==> src/rtl/guess_entry.sv <==
// Keypad entry stage for the 1A2B core: builds a four-digit guess with
// range/duplicate checks, backspace and clear, then hands it to the core.
module guess_entry #(
  parameter int unsigned DIGIT_MAX    = 9,
  parameter int unsigned ALLOW_REPEAT = 0
) (
  input  logic       in_clk,
  input  logic       in_rst_n,
  input  logic       in_clear,
  input  logic [3:0] in_digit,
  input  logic       in_digit_valid,
  input  logic       in_backspace,
  input  logic       in_submit,
  input  logic       in_core_ready,
  output logic [3:0] out_ans0,
  output logic [3:0] out_ans1,
  output logic [3:0] out_ans2,
  output logic [3:0] out_ans3,
  output logic       out_enter,
  output logic [2:0] out_count,
  output logic [1:0] out_err,
  output logic       out_busy,
  output logic [1:0] out_state
);

  // Handshake: a completed guess is offered only while in_core_ready is high;
  // out_enter is a single-cycle pulse and out_ans* are stable from that cycle
  // until the next pulse, so the core may sample them on out_enter alone.
  typedef enum logic [1:0] {
    COLLECT  = 2'd0,
    WAIT_RDY = 2'd1,
    FIRE     = 2'd2
  } state_t;

  localparam logic [3:0] DMAX = 4'(DIGIT_MAX);
  localparam logic [1:0] ERR_NONE  = 2'd0;
  localparam logic [1:0] ERR_RANGE = 2'd1;
  localparam logic [1:0] ERR_DUP   = 2'd2;
  localparam logic [1:0] ERR_LEN   = 2'd3;

  state_t     state_q, state_d;
  logic [2:0] count_q, count_d;
  logic [1:0] err_q, err_d;
  logic [3:0] buf_q [4];
  logic [3:0] buf_d [4];
  logic [3:0] ans_q [4];
  logic       load_ans;
  logic       dup;

  always_comb begin
    dup = 1'b0;
    for (int i = 0; i < 4; i++) begin
      if ((3'(i) < count_q) && (buf_q[i] == in_digit)) dup = 1'b1;
    end
    if (ALLOW_REPEAT != 0) dup = 1'b0;
  end

  always_comb begin
    state_d  = state_q;
    count_d  = count_q;
    err_d    = err_q;
    buf_d    = buf_q;
    load_ans = 1'b0;
    case (state_q)
      COLLECT: begin
        if (in_clear) begin
          count_d = 3'd0;
          err_d   = ERR_NONE;
        end else if (in_submit) begin
          if (count_q != 3'd4) begin
            err_d = ERR_LEN;
          end else if (in_core_ready) begin
            state_d  = FIRE;
            load_ans = 1'b1;
            count_d  = 3'd0;
            err_d    = ERR_NONE;
          end else begin
            state_d = WAIT_RDY;
          end
        end else if (in_backspace) begin
          // Backspace on an empty buffer is a silent no-op.
          if (count_q != 3'd0) begin
            count_d = count_q - 3'd1;
            err_d   = ERR_NONE;
          end
        end else if (in_digit_valid) begin
          if (count_q == 3'd4)     err_d = ERR_LEN;
          else if (in_digit > DMAX) err_d = ERR_RANGE;
          else if (dup)             err_d = ERR_DUP;
          else begin
            buf_d[count_q[1:0]] = in_digit;
            count_d             = count_q + 3'd1;
            err_d               = ERR_NONE;
          end
        end
      end
      WAIT_RDY: begin
        if (in_clear) begin
          state_d = COLLECT;
          count_d = 3'd0;
          err_d   = ERR_NONE;
        end else if (in_core_ready) begin
          state_d  = FIRE;
          load_ans = 1'b1;
          count_d  = 3'd0;
          err_d    = ERR_NONE;
        end
      end
      FIRE: begin
        // Buffer was emptied on entry, so every strobe here is dropped.
        state_d = COLLECT;
        count_d = 3'd0;
      end
      default: begin
        state_d = COLLECT;
        count_d = 3'd0;
      end
    endcase
  end

  always_ff @(posedge in_clk or negedge in_rst_n) begin
    if (!in_rst_n) begin
      state_q <= COLLECT;
      count_q <= 3'd0;
      err_q   <= ERR_NONE;
      for (int i = 0; i < 4; i++) begin
        buf_q[i] <= 4'd0;
        ans_q[i] <= 4'd0;
      end
    end else begin
      state_q <= state_d;
      count_q <= count_d;
      err_q   <= err_d;
      for (int i = 0; i < 4; i++) begin
        buf_q[i] <= buf_d[i];
        if (load_ans) ans_q[i] <= buf_q[i];
      end
    end
  end

  assign out_ans0  = ans_q[0];
  assign out_ans1  = ans_q[1];
  assign out_ans2  = ans_q[2];
  assign out_ans3  = ans_q[3];
  assign out_enter = (state_q == FIRE);
  assign out_busy  = (state_q != COLLECT);
  assign out_count = count_q;
  assign out_err   = err_q;
  assign out_state = state_q;

endmodule

==> config.mk <==
export PLATFORM = sky130hd
export DESIGN_NAME = guess_entry
export DESIGN_NICKNAME = d
export VERILOG_FILES = /design/src/rtl/guess_entry.sv
export SDC_FILE = /design/constraint.sdc
export NUM_CORES = 1
export LEC_CHECK = 0
export ABC_CLOCK_PERIOD_IN_PS = 3200
export BUFFER_PORTS_ARGS = -buffer_cell sky130_fd_sc_hd__buf_2
export CAP_MARGIN = 25
export CELL_PAD_IN_SITES_DETAIL_PLACEMENT = 1
export CELL_PAD_IN_SITES_GLOBAL_PLACEMENT = 2
export CORE_ASPECT_RATIO = 0.5
export CORE_UTILIZATION = 37
export CTS_BUF_LIST = sky130_fd_sc_hd__clkbuf_4 sky130_fd_sc_hd__clkbuf_8
export DETAILED_ROUTE_END_ITERATION = 8
export PLACE_DENSITY_LB_ADDON = 0.1
export SLEW_MARGIN = 20
export SYNTH_ARGS = -nofsm -noshare
export SYNTH_HDL_FRONTEND = slang
export SYNTH_SLANG_ARGS = --single-unit
export TNS_END_PERCENT = 50
==> constraint.sdc <==
create_clock -name in_clk -period 3.2 [get_ports in_clk]
set_clock_uncertainty 0.2 [all_clocks]
set_input_delay 0.32 -clock in_clk [delete_from_list [all_inputs] [get_ports in_clk]]
set_output_delay 0.32 -clock in_clk [all_outputs]
set_load 0.05 [all_outputs]
==> impl_metrics.env, run 1 <==
export IMPL_status="completed"
export IMPL_whs_path_depth=3
export IMPL_slowest_delay_ns=0.49
export IMPL_rsz0062_at_grt="no"
export IMPL_instances_no_fill=320
export IMPL_min_period_ns=2.552
export IMPL_synthFlopType="dfrtp_1"
export IMPL_p_leak_uw=0.001310
export IMPL_placed_cells_incl_taps=311
export IMPL_first_global_vias=1656
export IMPL_nets=262
export IMPL_final_common_cell="nand2_1"
export IMPL_r2r_slack_ns=0.65
export IMPL_area_delta_synth_final_pct=13.51
export IMPL_htreeDepth=2
export IMPL_synth_cells=215
export IMPL_clock_sinks=39
export IMPL_grt_max_degree=40
export IMPL_whs_endpoint="out_state[0]"
export IMPL_seq_area_frac_synth_pct=45.03
export IMPL_path_common_cell="nand2_1"
export IMPL_end_kind="register"
export IMPL_start_util_pct=38.96
export IMPL_syn_area_mm2=0.002167
export IMPL_cpMaxStageDelayCell="dfrtp_1"
export IMPL_vias=1620
export IMPL_setup_ws_ns=0.6483
export IMPL_hp_start="in_clear"
export IMPL_drive_gt1_share_pct=26.72
export IMPL_critPathMaxFanout=17
export IMPL_ir_drop_uv=325.6
export IMPL_yosysUniqueCellTypes=41
export IMPL_die_h_um=56.12
export IMPL_drv_cap=0
export IMPL_crit_family="simple AND/OR/NAND/NOR gates"
export IMPL_worstSetupStartpointType="register"
export IMPL_hold_path_class="input pin to register"
export IMPL_async_flop_share_pct=100.0
export IMPL_crit_required_ns=3.19
export IMPL_path_class="register to register"
export IMPL_synthSimpleGateAreaFrac_pct=18.76
export IMPL_vias_per_cell=5.063
export IMPL_synth_seq_cells=39
export IMPL_grt_remaining_overflow=0
export IMPL_grt_pass1_wl_mm=8.576
export IMPL_finalInstanceArea_mm2=0.002460
export IMPL_core_mm2=0.005563
export IMPL_antennaDiodeCount=0
export IMPL_ant_nets=0
export IMPL_drtPass1Iterations=4
export IMPL_drc=0
export IMPL_crit_path_cell_trace="inv_1, ha_1, and3_1, or2_2, nand3_2, clkinv_1, nand2_1, nand2_1"
export IMPL_clk_latency_ns=0.30
export IMPL_port_buffers=35
export IMPL_setup_viol=0
export IMPL_worstMarginPinSlew_ns=0.8717
export IMPL_hpwlAfterDp_mm=3.565
export IMPL_max_slew_margin_pct=41.89
export IMPL_synth_top_family_by_area="simple AND/OR/NAND/NOR gates"
export IMPL_ioPinCount=36
export IMPL_synth_edf_count=0
export IMPL_grt_util_all_layers_pct=18.68
export IMPL_final_hold_violation_count=0
export IMPL_avgSynthCellArea_um2=10.08
export IMPL_cp_depth=8
export IMPL_die_w_um=110.2
export IMPL_final_cell_mix="nand2_1 (54), dfrtp_1 (39), buf_2 (35)"
export IMPL_die_area_mm2=0.006186
export IMPL_finalSetupTns_ns=0
export IMPL_cts_resized_gates=0
export IMPL_syn_nets=231
export IMPL_antenna_found_initial=0
export IMPL_yosysWarnings=0
export IMPL_wl_per_cell_um=15.68
export IMPL_synth_compound_area_share_pct=8.891
export IMPL_cts_buffer_depth=2
export IMPL_drt_iter0_drc=44
export IMPL_final_max_slew_viol_count=0
export IMPL_routed_wl_mm=5.019
export IMPL_fmax_mhz=391.9
export IMPL_muxShareOfSynthArea_pct=11.55
export IMPL_period_share_pct=79.74
export IMPL_power_density_mw_per_mm2=728.0
export IMPL_r2r_end="out_ans3[2]"
export IMPL_path_buf_inv=2
export IMPL_cts_buffers=5
export IMPL_dpl_cell_area_mm2=0.002337
export IMPL_clk_pin_slew_worst_paths_ns=0.09
export IMPL_synth_adder_area_share_pct=2.887
export IMPL_cp_arrival_ns=2.54
export IMPL_r2r_start="out_count[0]"
export IMPL_gp_congestion=0.7648
export IMPL_tritoncts="yes"
export IMPL_fp_row_count=19
export IMPL_synth_xor_area_share_pct=6.871
export IMPL_reg2reg_depth=8
export IMPL_clock_tree_root_cell="clkbuf_8"
export IMPL_dp_slack_ns=0.6335
-- cell families (layout without fill, tap and decap cells) --
logic type / Yosys count / in the layout
AO/OA/AOI/OAI: 29 / 29
adder cells (fa/ha/maj): 5 / 5
buffers and inverters: 20 / 52
multiplexers: 17 / 17
XOR/XNOR: 17 / 17
flip-flops: 39 / 39
AND/OR/NAND/NOR: 88 / 88
-- flip-flops by register name, indices dropped and copies added, names as in the netlist --
signal / count
buf_q: 16
out_ans0: 4
out_ans1: 4
out_ans2: 4
out_ans3: 4
out_count: 3
out_err: 2
out_state: 2
-- layout make-up --
| class | count | area, µm² |
|---|---|---|
| clock buffer | 5 | 68.82 |
| timing repair buffer | 37 | 192.7 |
| inverter | 7 | 26.28 |
| clock inverter | 3 | 43.79 |
| sequential | 39 | 975.9 |
| fill | 661 | 3103 |
| multi-input combinational | 156 | 1061 |
| tap | 73 | 91.34 |
-- how the worst max path moves through the flow --
stage               slack [ns]         start           to
detailed placement        0.63  out_count[0]  out_ans3[2]
global route              0.35  out_count[0]  out_ans3[0]
floorplan                 0.57  out_count[0]  out_ans0[1]
CTS                       0.61  out_count[0]  out_ans3[2]
finish                    0.65  out_count[0]  out_ans3[2]
global placement          0.68  out_count[0]  out_ans2[2]
-- synthesized netlist by cell type (3+ instances only) --
cell type | instances | area (µm²)
dfrtp_1 | 39 | 975.9
clkbuf_1 | 3 | 11.26
a21oi_1 | 4 | 20.02
o211ai_1 | 3 | 22.52
nor3_1 | 3 | 15.01
mux2_4 | 16 | 240.2
inv_1 | 6 | 22.52
ha_1 | 5 | 62.56
o21ai_0 | 8 | 40.04
and3_1 | 6 | 37.54
nand2_1 | 54 | 202.7
buf_6 | 7 | 78.83
nor2_1 | 10 | 37.54
xor2_1 | 17 | 148.9
-- worst reg2reg max path, cell delays in order, from the launching register on --
cell and delay (ns):
dfrtp_1 0.49, inv_1 0.14, ha_1 0.31, and3_1 0.25, or2_2 0.30, nand3_2 0.09, clkinv_1 0.38, nand2_1 0.22
nand2_1 0.07
-- routing by layer --
metal	share of wire (%)	GRT usage [%]	up-vias
li1	-	-	786
met1	53	27.70	796
met2	43	26.52	30
met3	3.1	4.333	8
met4	1.2	6.203	0
met5	0	0	-
-- where the power goes --
part	leakage [µW]	internal [µW]	total, µW	switching [µW]
Combinational	0.000723	234	649	416
Sequential	0.000528	607	719	112
Clock	0.0000581	232	423	190
Total	0.00131	1070	1790	718
-- metrics by stage --
| step | hold slack, ns | util [%] | power [µW] |
|---|---|---|---|
| 4_1_cts | 0.2161 | 44.22 | 1813 |
| 3_3_place_gp | 0.2530 | 42.02 | 1370 |
| 6_report | 0.2351 | 44.22 | 1791 |
| 5_1_grt | 0.2478 | 44.22 | 1913 |
| 2_1_floorplan | -0.1756 | - | 1221 |
| 3_5_place_dp | 0.2568 | 42.02 | 1380 |
-- what timing repair did --
action / in CTS / in global routing
hold buffers: 1 / 0
endpoints found under the setup margin: 0 / 0
setup buffers: 0 / 0
hold endpoints to repair: 39 / 0
(Power assumes the default switching activity.)
==> inputs of run 2 (changes only) <==
--- a/config.mk
+++ b/config.mk
@@ -5,13 +5,14 @@
 export SDC_FILE = /design/constraint.sdc
 export NUM_CORES = 1
 export LEC_CHECK = 0
-export ABC_CLOCK_PERIOD_IN_PS = 3200
+export ABC_AREA = 1
+export ABC_CLOCK_PERIOD_IN_PS = 2500
 export BUFFER_PORTS_ARGS = -buffer_cell sky130_fd_sc_hd__buf_2
 export CAP_MARGIN = 25
 export CELL_PAD_IN_SITES_DETAIL_PLACEMENT = 1
 export CELL_PAD_IN_SITES_GLOBAL_PLACEMENT = 2
 export CORE_ASPECT_RATIO = 0.5
-export CORE_UTILIZATION = 37
+export CORE_UTILIZATION = 33
 export CTS_BUF_LIST = sky130_fd_sc_hd__clkbuf_4 sky130_fd_sc_hd__clkbuf_8
 export DETAILED_ROUTE_END_ITERATION = 8
 export PLACE_DENSITY_LB_ADDON = 0.1
==> constraint.sdc (replaced) <==
create_clock -name in_clk -period 2.5 [get_ports in_clk]
set_clock_uncertainty 0.2 [all_clocks]
set_input_delay 0.25 -clock in_clk [delete_from_list [all_inputs] [get_ports in_clk]]
set_output_delay 0.25 -clock in_clk [all_outputs]
set_load 0.05 [all_outputs]
==> run 2 against run 1 <==
Net effect:
- power rose by 100%
- largest cell class is now registers
- global-route usage fell by 0.11 points
- non-clock buffer count rose by 3
- sequential share of layout area fell by 1.1 points
- worst setup slack got worse by 0.43 ns
- critical path depth rose by 1
- maximum frequency rose by 12%
- utilization fell by 3.6 points
- via count rose by 17%
==> impl_metrics.env, run 2 <==
export IMPL_status="completed"
export IMPL_drc=0
export IMPL_largest_register_ffs=16
export IMPL_area_delta_synth_final_pct=15.86
export IMPL_ir_drop_uv=491.4
export IMPL_post_route_util_pct=40.64
export IMPL_grt_max_degree=40
export IMPL_critPathMaxFanout=8
export IMPL_clock_sinks=39
export IMPL_cp_arrival_ns=2.29
export IMPL_syn_area_mm2=0.002186
export IMPL_synth_edf_count=0
export IMPL_power_total_uw=3635
export IMPL_synth_cells=284
export IMPL_fp_row_count=20
export IMPL_path_buf_inv=1
export IMPL_hold_path_class="input pin to register"
export IMPL_p_leak_uw=0.001314
export IMPL_final_hold_violation_count=0
export IMPL_end_kind="register"
export IMPL_path_class="register to register"
export IMPL_worstSetupStartpointType="register"
export IMPL_cpMaxStageDelayCell="dfrtp_1"
export IMPL_vias=1900
export IMPL_synth_most_common_cell="nand2_1"
export IMPL_grt_pass1_wl_mm=9.432
export IMPL_antennaDiodeCount=0
export IMPL_clock_tree_root_cell="clkbuf_8"
export IMPL_drt_iter0_drc=55
export IMPL_setup_ws_ns=0.2178
export IMPL_core_mm2=0.006231
export IMPL_min_period_ns=2.282
export IMPL_routed_wl_mm=5.713
export IMPL_rsz0062_at_grt="no"
export IMPL_htreeDepth=2
export IMPL_path_common_cell="nand2_1"
export IMPL_seq_area_frac_synth_pct=44.65
export IMPL_async_flop_share_pct=100.0
export IMPL_period_share_pct=91.29
export IMPL_die_area_mm2=0.006973
export IMPL_tritoncts="yes"
export IMPL_finalSetupTns_ns=0
export IMPL_final_common_cell="nand2_1"
export IMPL_synth_top_area_share_pct=44.65
export IMPL_clk_latency_ns=0.30
export IMPL_nets=338
export IMPL_drive_gt1_share_pct=19.20
export IMPL_ioPinCount=36
export IMPL_max_slew_margin_pct=76.18
export IMPL_vias_per_cell=4.623
export IMPL_synthTopCellsByCount="nand2_1 (81), dfrtp_1 (39), inv_1 (37)"
export IMPL_die_h_um=59.55
export IMPL_drtPass1Iterations=4
export IMPL_fillers=797
export IMPL_grt_util_all_layers_pct=18.57
export IMPL_syn_nets=300
export IMPL_hpwlAfterDp_mm=4.264
export IMPL_synth_seq_cells=39
export IMPL_cts_buffer_depth=2
export IMPL_yosysTopAreaCell="dfrtp_1"
export IMPL_first_global_vias=1877
export IMPL_final_max_slew_viol_count=0
export IMPL_regMostFlops="buf_q"
export IMPL_placed_cells_incl_taps=401
export IMPL_synth_area_leaders="dfrtp_1 (45%), nand2_1 (14%), o21ai_0 (7.8%), inv_1 (6.4%), nor2_1 (3.4%)"
export IMPL_synthFlopType="dfrtp_1"
export IMPL_gp_congestion=0.8187
export IMPL_worstMarginPinSlew_ns=0.3546
export IMPL_cts_buffers=5
export IMPL_antenna_found_initial=0
export IMPL_power_density_mw_per_mm2=1435
export IMPL_final_cell_mix="nand2_1 (81), dfrtp_1 (39), inv_1 (37)"
export IMPL_drv_cap=0
export IMPL_start_util_pct=35.08
export IMPL_instances_no_fill=411
export IMPL_grt_remaining_overflow=0
export IMPL_setup_viol=0
export IMPL_slowest_delay_ns=0.47
export IMPL_crit_path_cell_trace="inv_1, ha_1, nand2_1, nand2_1, nor3_2, nand3b_4, nor2_4, nand2_1, o21ai_0"
export IMPL_crit_required_ns=2.51
export IMPL_die_w_um=117.1
export IMPL_avgSynthCellArea_um2=7.697
export IMPL_fmax_mhz=438.2
export IMPL_wl_per_cell_um=13.90
export IMPL_ant_nets=0
export IMPL_port_buffers=35
export IMPL_clk_pin_slew_worst_paths_ns=0.08
export IMPL_yosysUniqueCellTypes=25
export IMPL_yosysWarnings=0
export IMPL_crit_family="simple AND/OR/NAND/NOR gates"
export IMPL_dp_slack_ns=0.1775
[run 2: cell types whose count changed after synthesis, moves of 3 or more]
cell	delta
nand2_1	+27
mux2_4	-16
xnor2_1	+3
o21ai_0	+26
nor2_1	+10
and3_1	-6
nand3_1	+7
inv_1	+31
inv_2	+6
clkbuf_1	-3
a21oi_1	+4
o21ai_1	+10
xor2_1	-14
nor2_4	+4
[run 2: worst register-to-register path: stages (launching register included)]
cell	delay (ns)
dfrtp_1	0.47
inv_1	0.15
ha_1	0.28
nand2_1	0.12
nand2_1	0.10
nor3_2	0.29
nand3b_4	0.18
nor2_4	0.21
nand2_1	0.08
o21ai_0	0.11
[run 2: repair_timing]
item	CTS	global route
hold buffers	1	0
endpoints found under the setup margin	0	3
resized for setup	0	2
hold endpoints to repair	39	0
setup buffers	0	0
[run 2: worst paths after layout]
kind | slack, ns | from | cells after the start | to
min in group asynchronous | 0.13 | in_rst_n | 2 | out_ans1[2]
max reg2reg | 0.22 | out_count[0] | 9 | buf_q[15]
min | 0.1 | in_digit[1] | 3 | buf_q[5]
max in group asynchronous | 1.52 | in_rst_n | 3 | out_ans2[1]
max | 0.22 | out_count[0] | 9 | buf_q[15]
min reg2reg | 0.28 | out_ans0[2] | 2 | out_ans0[2]
[run 2: cell families (layout without fill, tap and decap cells)]
family / after synthesis / in the layout / synth area share (%)
AOI/OAI and AO/OA: 60 / 60 / 14.43
xor gates and xnor gates: 6 / 6 / 2.405
adders and majority gates: 5 / 5 / 2.862
buffers and inverters: 52 / 91 / 11.16
DFF: 39 / 39 / 44.65
and+or+nand+nor: 122 / 122 / 24.50
[run 2: stage by stage]
stage	instance area (µm²)	hold slack, ns
after floorplan	2186	-0.2456
after global placement	2411	0.2372
final	2532	0.09539
after global routing	2532	0.09253
after detailed placement	2411	0.2522
after CTS	2510	0.07715
[run 2: layer usage]
metal	GRT usage, %	share of wire, %
met1	26.34	54
met4	4.340	0.65
met5	0	0
met2	28.49	43
met3	4.601	2.9
[run 2: layout make-up]
cell class | instances | area, µm² | share of cell area, %
clock inverter | 2 | 12.51 | 0.4941
sequential | 39 | 975.9 | 38.54
clock buffer | 6 | 76.32 | 3.014
inverter | 43 | 163.9 | 6.472
tap | 88 | 110.1 | 4.348
multi-input combinational | 193 | 965.9 | 38.14
timing repair buffer | 40 | 227.7 | 8.992
[run 2: power breakdown]
group	internal, µW	total, µW	switching, µW
combinational	543	2090	1550
clock	206	452	246
sequential	913	1090	177
total	1660	3640	1970
